[src/rtl/filter_arbiter_pkg.sv]
// Shared sizing constants for the filter arbiter and its round-robin selector.
package filter_arbiter_pkg;

    localparam int NUM_FILTER               = 4;
    localparam int DATA_WIDTH               = 32;
    localparam int FILTER_BUFFER_ADDR_WIDTH = 5;
    localparam int BACK_PRESSURE_THRESHOLD  = 28;
    localparam int SEL_WIDTH                = 2;

endpackage

[src/rtl/filter_arbiter_rr_priority_select.sv]
// Combinational round-robin selector: rotate the request vector so rr_ptr sits
// at bit 0, pick the lowest set bit, then map that index back to buffer space.
module rr_priority_select
    import filter_arbiter_pkg::*;
#(
    parameter int NUM_FILTER = filter_arbiter_pkg::NUM_FILTER,
    parameter int SEL_WIDTH  = filter_arbiter_pkg::SEL_WIDTH
) (
    input  logic [NUM_FILTER-1:0] req,
    input  logic [SEL_WIDTH-1:0]  rr_ptr,
    output logic                  grant_valid,
    output logic [SEL_WIDTH-1:0]  grant_sel
);

    logic [2*NUM_FILTER-1:0] doubled;
    logic [NUM_FILTER-1:0]   rotated;
    logic [SEL_WIDTH-1:0]    rot_idx;
    logic [SEL_WIDTH:0]      idx_sum;

    // Rotate right by rr_ptr so the highest-priority requester lands on bit 0.
    always_comb begin
        doubled = {req, req} >> rr_ptr;
        rotated = doubled[NUM_FILTER-1:0];
    end

    // Lowest set bit of the rotated vector wins.
    always_comb begin
        grant_valid = 1'b0;
        rot_idx     = '0;
        for (int i = NUM_FILTER - 1; i >= 0; i--) begin
            if (rotated[i]) begin
                grant_valid = 1'b1;
                rot_idx     = SEL_WIDTH'(i);
            end
        end
    end

    // Undo the rotation: add rr_ptr back, wrapping at NUM_FILTER.
    always_comb begin
        idx_sum = {1'b0, rot_idx} + {1'b0, rr_ptr};
        if (idx_sum >= (SEL_WIDTH + 1)'(NUM_FILTER)) begin
            idx_sum = idx_sum - (SEL_WIDTH + 1)'(NUM_FILTER);
        end
        grant_sel = idx_sum[SEL_WIDTH-1:0];
    end

endmodule

[src/rtl/filter_arbiter.sv]
// Round-robin arbiter draining several filter FIFOs into one pipeline, with a
// two-stage read path and registered per-filter back-pressure.
module filter_arbiter
    import filter_arbiter_pkg::*;
#(
    parameter int NUM_FILTER               = filter_arbiter_pkg::NUM_FILTER,
    parameter int DATA_WIDTH               = filter_arbiter_pkg::DATA_WIDTH,
    parameter int FILTER_BUFFER_ADDR_WIDTH = filter_arbiter_pkg::FILTER_BUFFER_ADDR_WIDTH,
    parameter int BACK_PRESSURE_THRESHOLD  = filter_arbiter_pkg::BACK_PRESSURE_THRESHOLD,
    parameter int SEL_WIDTH                = filter_arbiter_pkg::SEL_WIDTH
) (
    input  logic                                         clk,
    input  logic                                         rst,
    input  logic [NUM_FILTER-1:0]                        buffer_empty,
    input  logic [NUM_FILTER-1:0]                        buffer_full,
    input  logic [NUM_FILTER*FILTER_BUFFER_ADDR_WIDTH-1:0] buffer_usedw,
    input  logic [NUM_FILTER*DATA_WIDTH-1:0]             buffer_q,
    input  logic                                         pipeline_back_pressure,
    output logic [NUM_FILTER-1:0]                        buffer_rdreq,
    output logic [NUM_FILTER-1:0]                        filter_back_pressure,
    output logic [DATA_WIDTH-1:0]                        out_data,
    output logic                                         out_valid,
    output logic [SEL_WIDTH-1:0]                         out_sel
);

    logic [NUM_FILTER-1:0] req;
    logic [SEL_WIDTH-1:0]  rr_ptr;
    logic [SEL_WIDTH-1:0]  next_ptr;
    logic                  grant_valid;
    logic [SEL_WIDTH-1:0]  grant_sel;
    logic                  grant_en;
    logic                  s1_valid;
    logic [SEL_WIDTH-1:0]  s1_sel;
    logic [DATA_WIDTH-1:0] sel_data;

    assign req = ~buffer_empty;

    rr_priority_select #(
        .NUM_FILTER (NUM_FILTER),
        .SEL_WIDTH  (SEL_WIDTH)
    ) u_select (
        .req         (req),
        .rr_ptr      (rr_ptr),
        .grant_valid (grant_valid),
        .grant_sel   (grant_sel)
    );

    // Issue a one-hot read only when downstream can accept and we are not in reset.
    always_comb begin
        grant_en     = grant_valid && !pipeline_back_pressure && !rst;
        buffer_rdreq = '0;
        if (grant_en) begin
            buffer_rdreq[grant_sel] = 1'b1;
        end
    end

    // Pointer moves to the slot just past the winner, wrapping at NUM_FILTER.
    always_comb begin
        if (grant_sel == SEL_WIDTH'(NUM_FILTER - 1)) begin
            next_ptr = '0;
        end else begin
            next_ptr = grant_sel + 1'b1;
        end
    end

    // Round-robin pointer register; holds whenever nothing is granted.
    always_ff @(posedge clk) begin
        if (rst) begin
            rr_ptr <= '0;
        end else if (grant_en) begin
            rr_ptr <= next_ptr;
        end
    end

    // Stage 1 remembers which buffer was read while its data is in flight.
    always_ff @(posedge clk) begin
        if (rst) begin
            s1_valid <= 1'b0;
            s1_sel   <= '0;
        end else begin
            s1_valid <= grant_en;
            if (grant_en) begin
                s1_sel <= grant_sel;
            end
        end
    end

    // Pick the read data of the buffer that stage 1 points at.
    always_comb begin
        sel_data = '0;
        for (int i = 0; i < NUM_FILTER; i++) begin
            if (s1_sel == SEL_WIDTH'(i)) begin
                sel_data = buffer_q[i*DATA_WIDTH +: DATA_WIDTH];
            end
        end
    end

    // Stage 2 presents the entry; data and source hold between valid beats.
    always_ff @(posedge clk) begin
        if (rst) begin
            out_valid <= 1'b0;
            out_data  <= '0;
            out_sel   <= '0;
        end else begin
            out_valid <= s1_valid;
            if (s1_valid) begin
                out_data <= sel_data;
                out_sel  <= s1_sel;
            end
        end
    end

    // Stall a filter when its buffer is full or filled past the threshold.
    always_ff @(posedge clk) begin
        if (rst) begin
            filter_back_pressure <= '0;
        end else begin
            for (int i = 0; i < NUM_FILTER; i++) begin
                filter_back_pressure[i] <= buffer_full[i] ||
                    (buffer_usedw[i*FILTER_BUFFER_ADDR_WIDTH +: FILTER_BUFFER_ADDR_WIDTH]
                        >= FILTER_BUFFER_ADDR_WIDTH'(BACK_PRESSURE_THRESHOLD));
            end
        end
    end

endmodule
[config.mk]
export PLATFORM = sky130hd
export DESIGN_NAME = filter_arbiter
export DESIGN_NICKNAME = d
export VERILOG_FILES = /design/src/rtl/filter_arbiter_pkg.sv /design/src/rtl/filter_arbiter_rr_priority_select.sv /design/src/rtl/filter_arbiter.sv
export SDC_FILE = /design/constraint.sdc
export NUM_CORES = 1
export LEC_CHECK = 0
export ABC_AREA = 1
export BUFFER_PORTS_ARGS = -buffer_cell sky130_fd_sc_hd__buf_4
export CORE_ASPECT_RATIO = 1.1
export CORE_UTILIZATION = 36
export CTS_CLUSTER_DIAMETER = 60
export DETAILED_ROUTE_END_ITERATION = 10
export PLACE_DENSITY = 0.88
export SLEW_MARGIN = 20
export SYNTH_ARGS = -nofsm -noshare
export SYNTH_HDL_FRONTEND = slang
export SYNTH_SLANG_ARGS = --single-unit
[constraint.sdc]
create_clock -name clk -period 2 [get_ports clk]
set_input_delay 0.4 -clock clk [delete_from_list [all_inputs] [get_ports clk]]
set_output_delay 0.4 -clock clk [all_outputs]
set_load 0.005 [all_outputs]
After elaboration in Yosys (flattened, before gate mapping)
Index checks and enable logic that the tools add are counted.

Bits in registers: 44. Output and inout port bits: 43. Input bits: 159.

Bitwise operators: 1. Multiplexer cells: 17. Shift operators: 1. Magnitude comparators: 7. Equality and inequality tests: 4. Reductions and logical operators: 10. $add $sub $neg: 3.

Operators by type and width (number): 2-to-1 mux 32 bit (4); >= comparator 5 bit (second input constant) (4); 2-to-1 mux 2 bit (6); >> shifter 8 x 2 -> 4 bit (1); equality test 2 bit (second input constant) (3); 2-to-1 mux 1 bit (5); logical OR 1 bit (4); 2-to-1 mux 4 bit (1); NOT 4 bit (1); adder 2 x 2 -> 3 bit (1); >= comparator 3 bit (second input constant) (1); logical AND 1 bit (3); less-than comparator 2 x 3 -> 1 bit (second input constant) (1); adder 2 x 1 -> 2 bit (second input constant) (1); demux 1 bit (select 2 bit) (1); equality test 2 x 1 -> 1 bit (second input constant) (1); >= comparator 2 x 1 -> 1 bit (second input constant) (1); logical NOT 1 bit (2); logical NOT 2 bit (1); subtractor 2 x 1 -> 2 bit (second input constant) (1).

Depth between registers and ports, before layout
Word-level depth: 14. Depth in mapped cells: 15.

Modules after synthesis
A second synthesis with hierarchy kept.

Cells, all modules: 447. Area total of the unflattened synthesis: 2708.8 um^2.

Modules (own cells, without submodules): filter_arbiter (cells each 412, sequential area each 880.8 um^2, area an instance 2543.7 um^2, times used 1); rr_priority_select (cells each 35, sequential area each 0.0 um^2, area an instance 165.2 um^2, times used 1).

Worst setup path before layout
OpenSTA, ideal clock, no wires.

Path kind: flip-flop to output port. From: register rr_ptr[0]. To: output port buffer_rdreq[3]. Buffers on the path: 0. Data required time: 1.600 ns. Slack: -0.244 ns. Arrival time: 1.844 ns. Stages on the path, launching flop included: 14. Cells stage by stage: dfxtp_1 > inv_2 > nand2_1 > nand3_1 > nand2_1 > inv_1 > a21oi_1 > nor2_1 > ha_1 > xor2_1 > nand3b_1 > nand2_2 > ha_1 > nor3b_1.

Cells in the longest elaborated chain, start to end: 13.

RTL lines: from (decl) (line filter_arbiter.sv:27) `logic [SEL_WIDTH-1:0] rr_ptr;`; from (signal assigned) (line filter_arbiter.sv:71) `rr_ptr <= next_ptr;`; >> shifter 8 x 2 -> 4 bit (line filter_arbiter_rr_priority_select.sv:22) `doubled = {req, req} >> rr_ptr;`; 2-to-1 mux 2 bit (4 in series) (line filter_arbiter_rr_priority_select.sv:31) `if (rotated[i]) begin`; adder 2 x 2 -> 3 bit (line filter_arbiter_rr_priority_select.sv:40) `idx_sum = {1'b0, rot_idx} + {1'b0, rr_ptr};`; >= comparator 3 bit or subtractor 2 x 1 -> 2 bit (tied branches) (line filter_arbiter_rr_priority_select.sv:41, filter_arbiter_rr_priority_select.sv:42); 2-to-1 mux 2 bit (line filter_arbiter_rr_priority_select.sv:41) `if (idx_sum >= (SEL_WIDTH + 1)'(NUM_FILTER)) begin`; less-than comparator 2 x 3 -> 1 bit (not written as such) or >= comparator 2 x 1 -> 1 bit (tied branches) (line filter_arbiter.sv:53) `buffer_rdreq[grant_sel] = 1'b1;`; logical AND 1 bit (not written as such) (line filter_arbiter.sv:53); 2-to-1 mux 1 bit (not written as such) (line filter_arbiter.sv:53); demux 1 bit (select 2 bit) (line filter_arbiter.sv:53); 2-to-1 mux 4 bit * (line filter_arbiter.sv:52) `if (grant_en) begin`; to (decl) (line filter_arbiter.sv:19) `output logic [NUM_FILTER-1:0] buffer_rdreq,`.

Mark *: on every way between the ends. The rest lies on a longest branch, timed or not.

Worst setup path after layout
Same ends and word-level chain as after synthesis.

==> metrics.txt <==
status finished, violations left; violated checks negative setup slack; die width slightly above 80 um; yosys warns 0; worst reg-to-reg path cell count 15; share of layout cells above drive strength 1 between 40% and 50%; wire per inst between 10 and 15 um; via-per-instance ratio about 5.3; most common cell after layout, fill and taps aside buf_4; Critical Path RT 1.60 ns; synthesis-to-finish area growth 72.65%; hold path start buffer_full[1]; Num CTS Buffers 5; Tmin final 2.702 ns; Pins Over Slew Limit 0; worst slew pin tran a little under 0.6 ns; Critical R2R Launch rr_ptr[0]; Mean Syn Cell Area between 6 and 7 um2; Placed Instance Area 0.004130 mm2; CTS sink cnt 44; DRT Wirelength a little under 10 mm; CTS tree built; # rows 31; FF+latch count, synth 44; Worst-Skew Late Latency between 0.2 and 0.3 ns; pwr dens 913.0 mW/mm2; final instance area approximately 0.0043 mm2; Worst setup EP type output port; n_diodes 0; vias in the first global route between 3000 and 4000; most area-hungry cell type in the Yosys netlist dfxtp_1; Max Freq 0.3701 GHz; core area between 0.006 and 0.007 mm2; Overflow after GRT 0; register area share after synthesis 35.08%; Total GRT Usage roughly 26%; Top-Level Pins about 200; final setup vio count 6; Crit Path Category register to output port; DR iter-0 viols ~120; Non-Filler Instances 661; Worst setup SP type register; PortBufs around 190; Hold Crit Depth 3; most frequent cells in the layout 215 x buf_4, 92 x nand2_1, 47 x o21ai_0, 41 x dfxtp_1, 40 x nand3_1; Max Cap Viol 0; Unique masters post-synth 26; ANT nets after route 0; Clock Skews between 0.007 and 0.008 ns; final period utilization 135.1%; Syn Inst Count 382; Fin. Hold Viols 0; Detail Placement HPWL between 7 and 8 mm; RSZ-0062 raised after global routing true; Worst-path clk slew 0.09 ns; R2R Setup Slk -0.18 ns; crit path DAT approximately 2.3 ns; synth top area cells dfxtp_1 35%, nand2_1 15%, o21ai_0 9.4%, nand3_1 9.0%, a21oi_1 8.0%; Vias 3487; PnR worst setup slack -0.7020 ns; Die Ht about 90 um; worst vdd ir ~0.46 mV; DRC 0; largest net degree at the start of global routing 39; gpl congestion ~0.83; first-pass GRT wire length ~15 mm; initial core utilization between 30% and 40%; Die ar. 0.007314 mm2; initial antenna violation count 0; WHS Endpoint filter_back_pressure[1]; Final Power between 3 and 4 mW; HP Class input pin to register; Worst slew margin approximately three fifths; DR pass1 iterations 4; fin nets 740; clk root buf clkbuf_8; Max Root-Sink Buffers 2; syn_nets 543; P_leak 2.146 nW; worst flop-to-flop path endpoint rr_ptr[0]; critical path peak fanout 6; post-synth top area share 35.08%; placed cells roughly 650; htree depth 2; Mapped Area ~0.0025 mm2
==> sequential cells by signal (all words and copies together) (netlist names) <==
signal	flops
out_data	32
out_sel	2
out_valid	1
filter_back_pressure	4
s1_sel	2
rr_ptr	2
s1_valid	1
==> what timing repair did <==
item                                    4_1_cts  5_1_grt
endpoints found under the setup margin        6        7
hold buffers                                  0        0
setup buffers                                 1        2
hold endpoints to repair                      0        0
pin swaps                                     7        5
gates resized for setup                      19       11
==> worst max-delay path by stage <==
stage,startpoint,endpoint,depth (start not counted)
2_1_floorplan,buffer_empty[3],buffer_rdreq[3],12
3_3_place_gp,buffer_empty[1],buffer_rdreq[3],14
3_5_place_dp,buffer_empty[1],buffer_rdreq[3],14
4_1_cts,rr_ptr[0],buffer_rdreq[3],14
5_1_grt,rr_ptr[0],buffer_rdreq[3],14
6_report,rr_ptr[0],buffer_rdreq[3],14
==> area by class of cell <==
| class | count | area, um2 |
|---|---|---|
| multi-input combinational | 295 | 1546 |
| clock inverter | 1 | 5.005 |
| clock buffer | 6 | 72.57 |
| fill | 581 | 2336 |
| inverter | 16 | 67.56 |
| sequential | 44 | 887.1 |
| timing repair buffer | 217 | 1654 |
| tap | 82 | 102.6 |
==> logic make-up (layout without fill, tap and decap cells) <==
kind of cell	after synthesis	count (layout)	share of synthesized area, %
DFF	44	44	35.08
and+or+nand+nor	173	173	30.84
AOI/OAI and AO/OA	119	119	24.66
xor gates and xnor gates	1	1	0.3488
buffers and inverters	43	240	8.072
adders and majority gates	2	2	0.9964
==> critical path, cell delays in order (launching register included) <==
cell,delay (ns)
dfxtp_4,0.42
inv_6,0.07
nand2_4,0.06
nand3_2,0.06
nand2_2,0.08
inv_2,0.05
a21oi_2,0.14
nor2_2,0.05
ha_2,0.18
xor2_2,0.15
nand3b_1,0.17
nand2_2,0.10
ha_4,0.14
nor3b_4,0.19
buf_4,0.14
==> metrics by stage <==
stage	util, %	hold slack (ns)	TNS (ns)	worst slack [ns]
6_report	64.99	0.3528	-2.742	-0.7020
5_1_grt	64.99	0.3501	-3.546	-0.8185
4_1_cts	64.18	0.3509	-2.347	-0.6228
3_5_place_dp	61.91	0.5155	-2.180	-0.4860
3_3_place_gp	61.91	0.5038	-1.245	-0.3429
2_1_floorplan	-	0.4870	-0.1061	-0.1061
==> routing by layer <==
| metal | vias to the layer above | routed length, um | track usage, % |
|---|---|---|---|
| met5 | - | 0 | 0 |
| met4 | 0 | 138 | 9.729 |
| met2 | 164 | 5251 | 50.23 |
| met1 | 1610 | 3544 | 26.16 |
| met3 | 14 | 856 | 6.364 |
| li1 | 1699 | - | - |
==> report_power, final <==
group	internal [mW]	leakage, nW	switching [mW]	total, mW
Combinational	1.07	1.74	1.23	2.31
Clock	0.238	0.0410	0.298	0.537
Sequential	1.00	0.365	0.111	1.12
==> Yosys cell counts, drive strengths merged <==
cell,number
or2,1
xor2,1
buf,10
nand3,46
ha,2
nand2,109
nor3b,1
o21ai,60
nand4,1
nand3b,1
clkbuf,17
a21oi,40
clkinv,1
inv,15
nor2,14
dfxtp,44
a31oi,19
(Power assumes the default switching activity.)
